### config.mk
export PLATFORM = sky130hd
export DESIGN_NAME = multi_digit_counter_flat
export DESIGN_NICKNAME = d
export VERILOG_FILES = /design/src/rtl/multi_digit_counter_if.sv /design/src/rtl/multi_digit_counter.sv /design/src/flat_wrapper.sv
export SDC_FILE = /design/constraint.sdc
export NUM_CORES = 1
export LEC_CHECK = 0
export CAP_MARGIN = 20
export CORE_ASPECT_RATIO = 0.8
export CORE_MARGIN = 2
export CORE_UTILIZATION = 39
export DETAILED_ROUTE_END_ITERATION = 6
export HOLD_SLACK_MARGIN = 0.12
export PLACE_DENSITY = 0.82
export SLEW_MARGIN = 20
export SYNTH_ARGS = -nofsm -noshare
export SYNTH_HDL_FRONTEND = slang
export SYNTH_SLANG_ARGS = --single-unit
### constraint.sdc
create_clock -name clk -period 1.5 [get_ports clk]
set_clock_uncertainty 0.2 [all_clocks]
set_input_delay 0.225 -clock clk [delete_from_list [all_inputs] [get_ports clk]]
set_output_delay 0.225 -clock clk [all_outputs]
set_load 0.02 [all_outputs]
### src/rtl/multi_digit_counter_if.sv
// rtl/multi_digit_counter_if.sv - control and count signals of the cascaded digit counter
interface multi_digit_counter_if #(
    parameter int DIGITS  = 2,
    parameter int DIGIT_W = 4
);
    logic                        en;
    logic                        up_dn;
    logic                        clear;
    logic                        load;
    logic [DIGITS*DIGIT_W-1:0]   load_value;
    logic [DIGITS*DIGIT_W-1:0]   digits_out;
    logic                        carry_out;

    modport master (
        output en, up_dn, clear, load, load_value,
        input  digits_out, carry_out
    );

    modport slave (
        input  en, up_dn, clear, load, load_value,
        output digits_out, carry_out
    );
endinterface

### src/rtl/multi_digit_counter.sv
// rtl/multi_digit_counter.sv - prescaled cascaded modulo counter; define MULTI_DIGIT_COUNTER_DOWN_EN to honour up_dn
module multi_digit_counter #(
    parameter int DIGITS   = 2,
    parameter int DIGIT_W  = 4,
    parameter int MODULUS  = 10,
    parameter int PRESCALE = 1
) (
    input  logic               clk,
    input  logic               reset,
    multi_digit_counter_if.slave bus
);
    localparam int                 PS_W    = (PRESCALE > 1) ? $clog2(PRESCALE) : 1;
    localparam logic [PS_W-1:0]    PS_LAST = PS_W'(PRESCALE - 1);
    localparam logic [DIGIT_W-1:0] D_MAX   = DIGIT_W'(MODULUS - 1);

    logic [DIGITS-1:0][DIGIT_W-1:0] cnt;
    logic [DIGITS-1:0][DIGIT_W-1:0] step_val;
    logic [DIGITS-1:0][DIGIT_W-1:0] load_val;
    logic [PS_W-1:0]                pre;
    logic                           carry_q;
    logic                           wrap;
    logic                           step;

    assign step = bus.en && (pre == PS_LAST);

`ifndef MULTI_DIGIT_COUNTER_DOWN_EN
    logic unused_up_dn;
    assign unused_up_dn = bus.up_dn;
`endif

    // wrap doubles as the ripple enable: it stays set while every lower digit rolled over
    always_comb begin
        step_val = cnt;
        wrap     = 1'b1;
        for (int i = 0; i < DIGITS; i++) begin
            if (wrap) begin
`ifdef MULTI_DIGIT_COUNTER_DOWN_EN
                if (!bus.up_dn) begin
                    if (cnt[i] == '0) begin
                        step_val[i] = D_MAX;
                    end else begin
                        step_val[i] = cnt[i] - 1'b1;
                        wrap        = 1'b0;
                    end
                end else
`endif
                begin
                    if (cnt[i] == D_MAX) begin
                        step_val[i] = '0;
                    end else begin
                        step_val[i] = cnt[i] + 1'b1;
                        wrap        = 1'b0;
                    end
                end
            end
        end
    end

    always_comb begin
        load_val = '0;
        for (int i = 0; i < DIGITS; i++) begin
            load_val[i] = bus.load_value[i*DIGIT_W +: DIGIT_W];
            if (load_val[i] > D_MAX) begin
                load_val[i] = D_MAX;
            end
        end
    end

    always_ff @(posedge clk or posedge reset) begin
        if (reset) begin
            cnt     <= '0;
            pre     <= '0;
            carry_q <= 1'b0;
        end else if (bus.clear) begin
            cnt     <= '0;
            pre     <= '0;
            carry_q <= 1'b0;
        end else if (bus.load) begin
            cnt     <= load_val;
            pre     <= '0;
            carry_q <= 1'b0;
        end else if (step) begin
            cnt     <= step_val;
            pre     <= '0;
            carry_q <= wrap;
        end else begin
            if (bus.en) begin
                pre <= pre + PS_W'(1);
            end
            carry_q <= 1'b0;
        end
    end

    assign bus.digits_out = cnt;
    assign bus.carry_out  = carry_q;
endmodule

### src/flat_wrapper.sv
// flat-port wrapper written by rule: the top's interface ports become plain ports
module multi_digit_counter_flat 
#(
    parameter int DIGITS   = 2,
    parameter int DIGIT_W  = 4,
    parameter int MODULUS  = 10,
    parameter int PRESCALE = 1
)
  (clk, reset, bus_en, bus_up_dn, bus_clear, bus_load, bus_load_value, bus_digits_out, bus_carry_out);
  multi_digit_counter_if #(.DIGITS(DIGITS), .DIGIT_W(DIGIT_W)) bus_i ();
  input  logic clk;
  input  logic reset;
  input wire logic [$bits(bus_i.en)-1:0] bus_en;
  input wire logic [$bits(bus_i.up_dn)-1:0] bus_up_dn;
  input wire logic [$bits(bus_i.clear)-1:0] bus_clear;
  input wire logic [$bits(bus_i.load)-1:0] bus_load;
  input wire logic [$bits(bus_i.load_value)-1:0] bus_load_value;
  output wire logic [$bits(bus_i.digits_out)-1:0] bus_digits_out;
  output wire logic [$bits(bus_i.carry_out)-1:0] bus_carry_out;
  assign bus_i.en = bus_en;
  assign bus_i.up_dn = bus_up_dn;
  assign bus_i.clear = bus_clear;
  assign bus_i.load = bus_load;
  assign bus_i.load_value = bus_load_value;
  assign bus_digits_out = bus_i.digits_out;
  assign bus_carry_out = bus_i.carry_out;
  multi_digit_counter #(.DIGITS(DIGITS), .DIGIT_W(DIGIT_W), .MODULUS(MODULUS), .PRESCALE(PRESCALE)) u_core (.clk(clk), .reset(reset), .bus(bus_i));
endmodule
### Yosys cells after proc, flatten, opt, wreduce, memory -nomap -nowiden

Index checks and enable logic that the tools add are counted.

| cells by class | value |
|---|---|
| eq/ne operators | 2 |
| reduce and logical (&&, ||, !) cells | 5 |
| bitwise logic cells | 1 |
| mux-type cells | 18 |
| add/subtract/negate cells | 3 |
| order comparisons | 2 |

Operators by type and width:

| kind | number |
|---|---|
| $mux 8 | 3 |
| $mux 4 | 5 |
| $mux 1 | 10 |
| $add 4x1->4 const B | 2 |
| $eq 4x4->1 const B | 2 |
| $gt 4x4->1 const B | 2 |
| $reduce_bool 3->1 | 2 |
| $reduce_bool 4->1 | 1 |
| $reduce_and 2->1 | 1 |
| $add 1x1->1 const B | 1 |
| $logic_and 1x1->1 | 1 |
| $not 1->1 | 1 |

| storage, ports and cells | value |
|---|---|
| input port bits | 14 |
| bits in registers | 10 |

### Depth between registers and ports, before layout

| depth | value |
|---|---|
| word-level depth | 6 |
| depth in mapped cells | 6 |
| gate-level depth less buffers | 6 |

### Worst setup path after synthesis

Ideal clock, no wire load.

| timing | value |
|---|---|
| path type | reg-to-reg |
| start point | reg u_core.cnt (netlist bit u_core.bus.digits_out[0]) |
| end point | reg u_core.cnt (netlist bit u_core.bus.digits_out[4]) |
| library setup time | 0.138 ns |
| setup slack | -0.182 ns |
| stages on the path, launching flop included | 6 |
| data required time | 1.162 ns |
| period minus slack after synthesis | 1.682 ns |
| data arrival time | 1.343 ns |
| cells stage by stage | dfrtp_1 > ha_1 > and3b_1 > nand2_1 > a211oi_1 > a311oi_1 |

| on the way | value |
|---|---|
| longest elaborated chain between the ends | 4 |

RTL lines:

| what | RTL line | text |
|---|---|---|
| start, declared | multi_digit_counter.sv:16 | `logic [DIGITS-1:0][DIGIT_W-1:0] cnt;` |
| start signal, assigned | multi_digit_counter.sv:79 | `cnt <= load_val;` |
| start signal, assigned | multi_digit_counter.sv:83 | `cnt <= step_val;` |
| $eq 4x4->1 | multi_digit_counter.sv:48 | `if (cnt[i] == D_MAX) begin` |
| $mux 1 | multi_digit_counter.sv:48 |  |
| $reduce_bool 3->1 (no line) | n/a |  |
| $reduce_and 2->1 (no line) | n/a |  |

No other way between the ends.
A chain may end at the register's enable or synchronous reset.

### Final worst setup path

| timing | value |
|---|---|
| start point | reg u_core.cnt (netlist bit u_core.bus.digits_out[1]) |
| end point | reg u_core.cnt (netlist bit u_core.bus.digits_out[7]) |

Same word-level chain as after synthesis.

==> flow_metrics.env <==
export IMPL_final_cells=138
export IMPL_outcome="finished with violations"
export IMPL_fmax_mhz=617.1
export IMPL_grt_pass1_vias=712
export IMPL_cp_max_fo=4
export IMPL_track_usage_pct=21.79
export IMPL_area_growth_pct=61.85
export IMPL_dieHeight_um=41.23
export IMPL_root_buffer="clkbuf_4"
export IMPL_rsz0062_at_grt="true"
export IMPL_ys_warn_count=0
export IMPL_wl_per_cell_um=14.18
export IMPL_grt_busiest_layer="met2"
export IMPL_critPathMaxStageDelay_ns=0.41
export IMPL_numCtsBuffers=3
export IMPL_dpl_cell_count=132
export IMPL_relSlewSlack_pct=73.53
export IMPL_async_reset_ff_share_pct=100.0
export IMPL_cts_tree="done"
export IMPL_final_antenna_net_count=0
export IMPL_start_util_pct=41.54
export IMPL_grt_max_degree=11
export IMPL_netlist_top_cells_count="10 x dfrtp_1, 7 x o21ai_0, 6 x inv_1, 6 x nand2_1"
export IMPL_crit_path_start_kind="flop"
export IMPL_antennaDiodeCount=0
export IMPL_synth_area_um2=675.6
export IMPL_synth_nets=94
export IMPL_period_share_pct=108.0
export IMPL_drive_gt1_share_pct=38.79
export IMPL_grt_remaining_overflow=0
export IMPL_syn_inst=76
export IMPL_path_delay_family="flip-flops"
export IMPL_fin_area_um2=1094
export IMPL_synth_top_cell_area_share_pct=37.04
export IMPL_finalWorstSetupSlack_ns=-0.1204
export IMPL_viasPerCell=5.442
export IMPL_synth_edf_count=0
export IMPL_hold_path_class="in -> reg"
export IMPL_core_area_um2=1627
export IMPL_antenna_found_initial=0
export IMPL_place_congestion=0.8939
export IMPL_io_pins=23
export IMPL_drt_iter0_markers=10
export IMPL_die_x_um=50.54
export IMPL_path_cells="inv_2 > ha_4 > and3b_2 > nand2_2 > buf_6 > a21oi_1 > o31ai_1"
export IMPL_yosysTopAreaCell="dfrtp_1"
export IMPL_drcViolationCount=0
export IMPL_dpl_instance_area_um2=1047
export IMPL_cp_required_ns=1.45
export IMPL_cts_sinks=10
export IMPL_power_uw=706.1
export IMPL_final_fill_count=131
export IMPL_ys_seq_area_share_pct=37.04
export IMPL_finalMaxSlewViolations=0
export IMPL_p_per_area_nw_per_um2=645.7
export IMPL_die_area_um2=2084
export IMPL_grt_pass1_wl_mm=3.056
export IMPL_hold_viol_final=0
export IMPL_synth_flop_cell="dfrtp_1"
export IMPL_yosysMostFrequentCell="dfrtp_1"
export IMPL_fin_nets=135
export IMPL_fin_crit_ns=1.620
export IMPL_violations="setup timing"
export IMPL_grtUsageMet2_pct=41.45
export IMPL_critPathSlowestCell="dfrtp_2"
export IMPL_place_port_buffers=21
export IMPL_yosys_top_cells_area="dfrtp_1 37%, ha_1 7.4%, o21ai_0 5.2%"
export IMPL_vdd_drop_max_v=0.0006812
export IMPL_arrival_ns=1.57
export IMPL_use_met1_pct=22.47
export IMPL_use_met3_pct=8.029
export IMPL_clock_latency_ns=0.26
export IMPL_place_hpwl_mm=1.484
export IMPL_drv_cap=0
export IMPL_critical_path_buf_inv_count=2
export IMPL_row_count=13
export IMPL_drtPass1Iterations=4
export IMPL_synth_cell_types=30
export IMPL_cp_end_kind="flop"
export IMPL_ys_ff_latch=10
export IMPL_setup_viol=7
export IMPL_wl_mm=1.957
export IMPL_worst_pin_slew_ns=0.3966
export IMPL_path_clk_slew_ns=0.06
export IMPL_vias=751
export IMPL_clockBufferDepth=2
export IMPL_avgSynthCellArea_um2=8.890
export IMPL_ctsHtreeMaxLevel=1
export IMPL_leakagePower_nw=0.4716
export IMPL_setup_worst_path_class="reg -> reg"
-- placed cells by master (no fill, tap or decap), drive strengths merged, types with 2 or more instances in the layout --
| cell | count |
|---|---|
| a211oi | 3 |
| a21oi | 5 |
| a311oi | 3 |
| and3b | 2 |
| buf | 20 |
| clkbuf | 5 |
| clkdlybuf4s50 | 11 |
| dfrtp | 10 |
| dlygate4sd2 | 5 |
| ha | 4 |
| inv | 6 |
| nand2 | 6 |
| nand2b | 4 |
| nand3 | 4 |
| nor3 | 3 |
| nor3b | 3 |
| nor4 | 2 |
| o21ai | 7 |
-- registers in the layout, summed over array words and instances, names as in the netlist --
name,count
u_core.bus.digits_out,8
u_core.bus.carry_out,1
u_core.pre,1
-- power by group --
part	total (mW)	switching, mW	internal, mW
logic	0.214	0.105	0.109
clock network	0.192	0.0894	0.103
registers	0.300	0.0154	0.285
total	0.706	0.210	0.497
-- kinds of logic after synthesis --
kind of cell / after synthesis / share of synthesized area [%]
AND/OR/NAND/NOR: 31 / 28.15
AO/OA/AOI/OAI: 22 / 21.30
flip-flops: 10 / 37.04
buffers and inverters: 8 / 4.628
adder cells (fa/ha/maj): 4 / 7.408
multiplexers: 1 / 1.482
-- metrics by stage --
step                utilization [%]  setup slack, ns  hold WS [ns]  TNS, ns
floorplan                         -         -0.09097       -0.1352  -0.2614
global placement              64.38          -0.2783        0.3303   -2.148
detailed placement            64.38          -0.3469        0.3303   -2.578
CTS                           68.23          -0.1062        0.1484  -0.4237
global route                  67.23          -0.1872        0.1382   -1.011
finish                        67.23          -0.1204        0.1537  -0.4418
-- layout make-up --
class | count | area [µm²] | area share (%)
Multi-Input combinational cell | 58 | 447.9 | 40.96
Timing Repair Buffer | 38 | 312.8 | 28.60
Sequential cell | 10 | 256.5 | 23.46
Tap cell | 22 | 27.53 | 2.517
Clock buffer | 4 | 26.28 | 2.403
Inverter | 6 | 22.52 | 2.059
-- layer usage --
metal	vias up	part of all wire [%]
met5	-	0
li1	364	-
met4	0	1.8
met3	4	5.2
met1	361	41
met2	22	52
-- final timing paths --
| kind | from | to | slack (ns) | cells after the start |
|---|---|---|---|---|
| worst max-delay path | u_core.bus.digits_out[1] | u_core.bus.digits_out[7] | -0.12 | 7 |
| worst min register to register | u_core.pre | u_core.pre | 0.38 | 1 |
| min in group asynchronous | reset | u_core.bus.digits_out[7] | 0.60 | 3 |
| worst min-delay path | bus_en | u_core.pre | 0.15 | 2 |
| worst max register to register | u_core.bus.digits_out[1] | u_core.bus.digits_out[7] | -0.12 | 7 |
| max in group asynchronous | reset | u_core.bus.digits_out[5] | 0.19 | 3 |
-- what timing repair did --
item                       in CTS  in global routing
resized for setup              25                  8
hold endpoints to repair       10                  0
hold buffers                    1                  0
setup endpoints to repair      18                 14
buffers inserted                1                  0
pin swaps                       4                  2
Note: power is estimated with default switching activity, not from simulation.
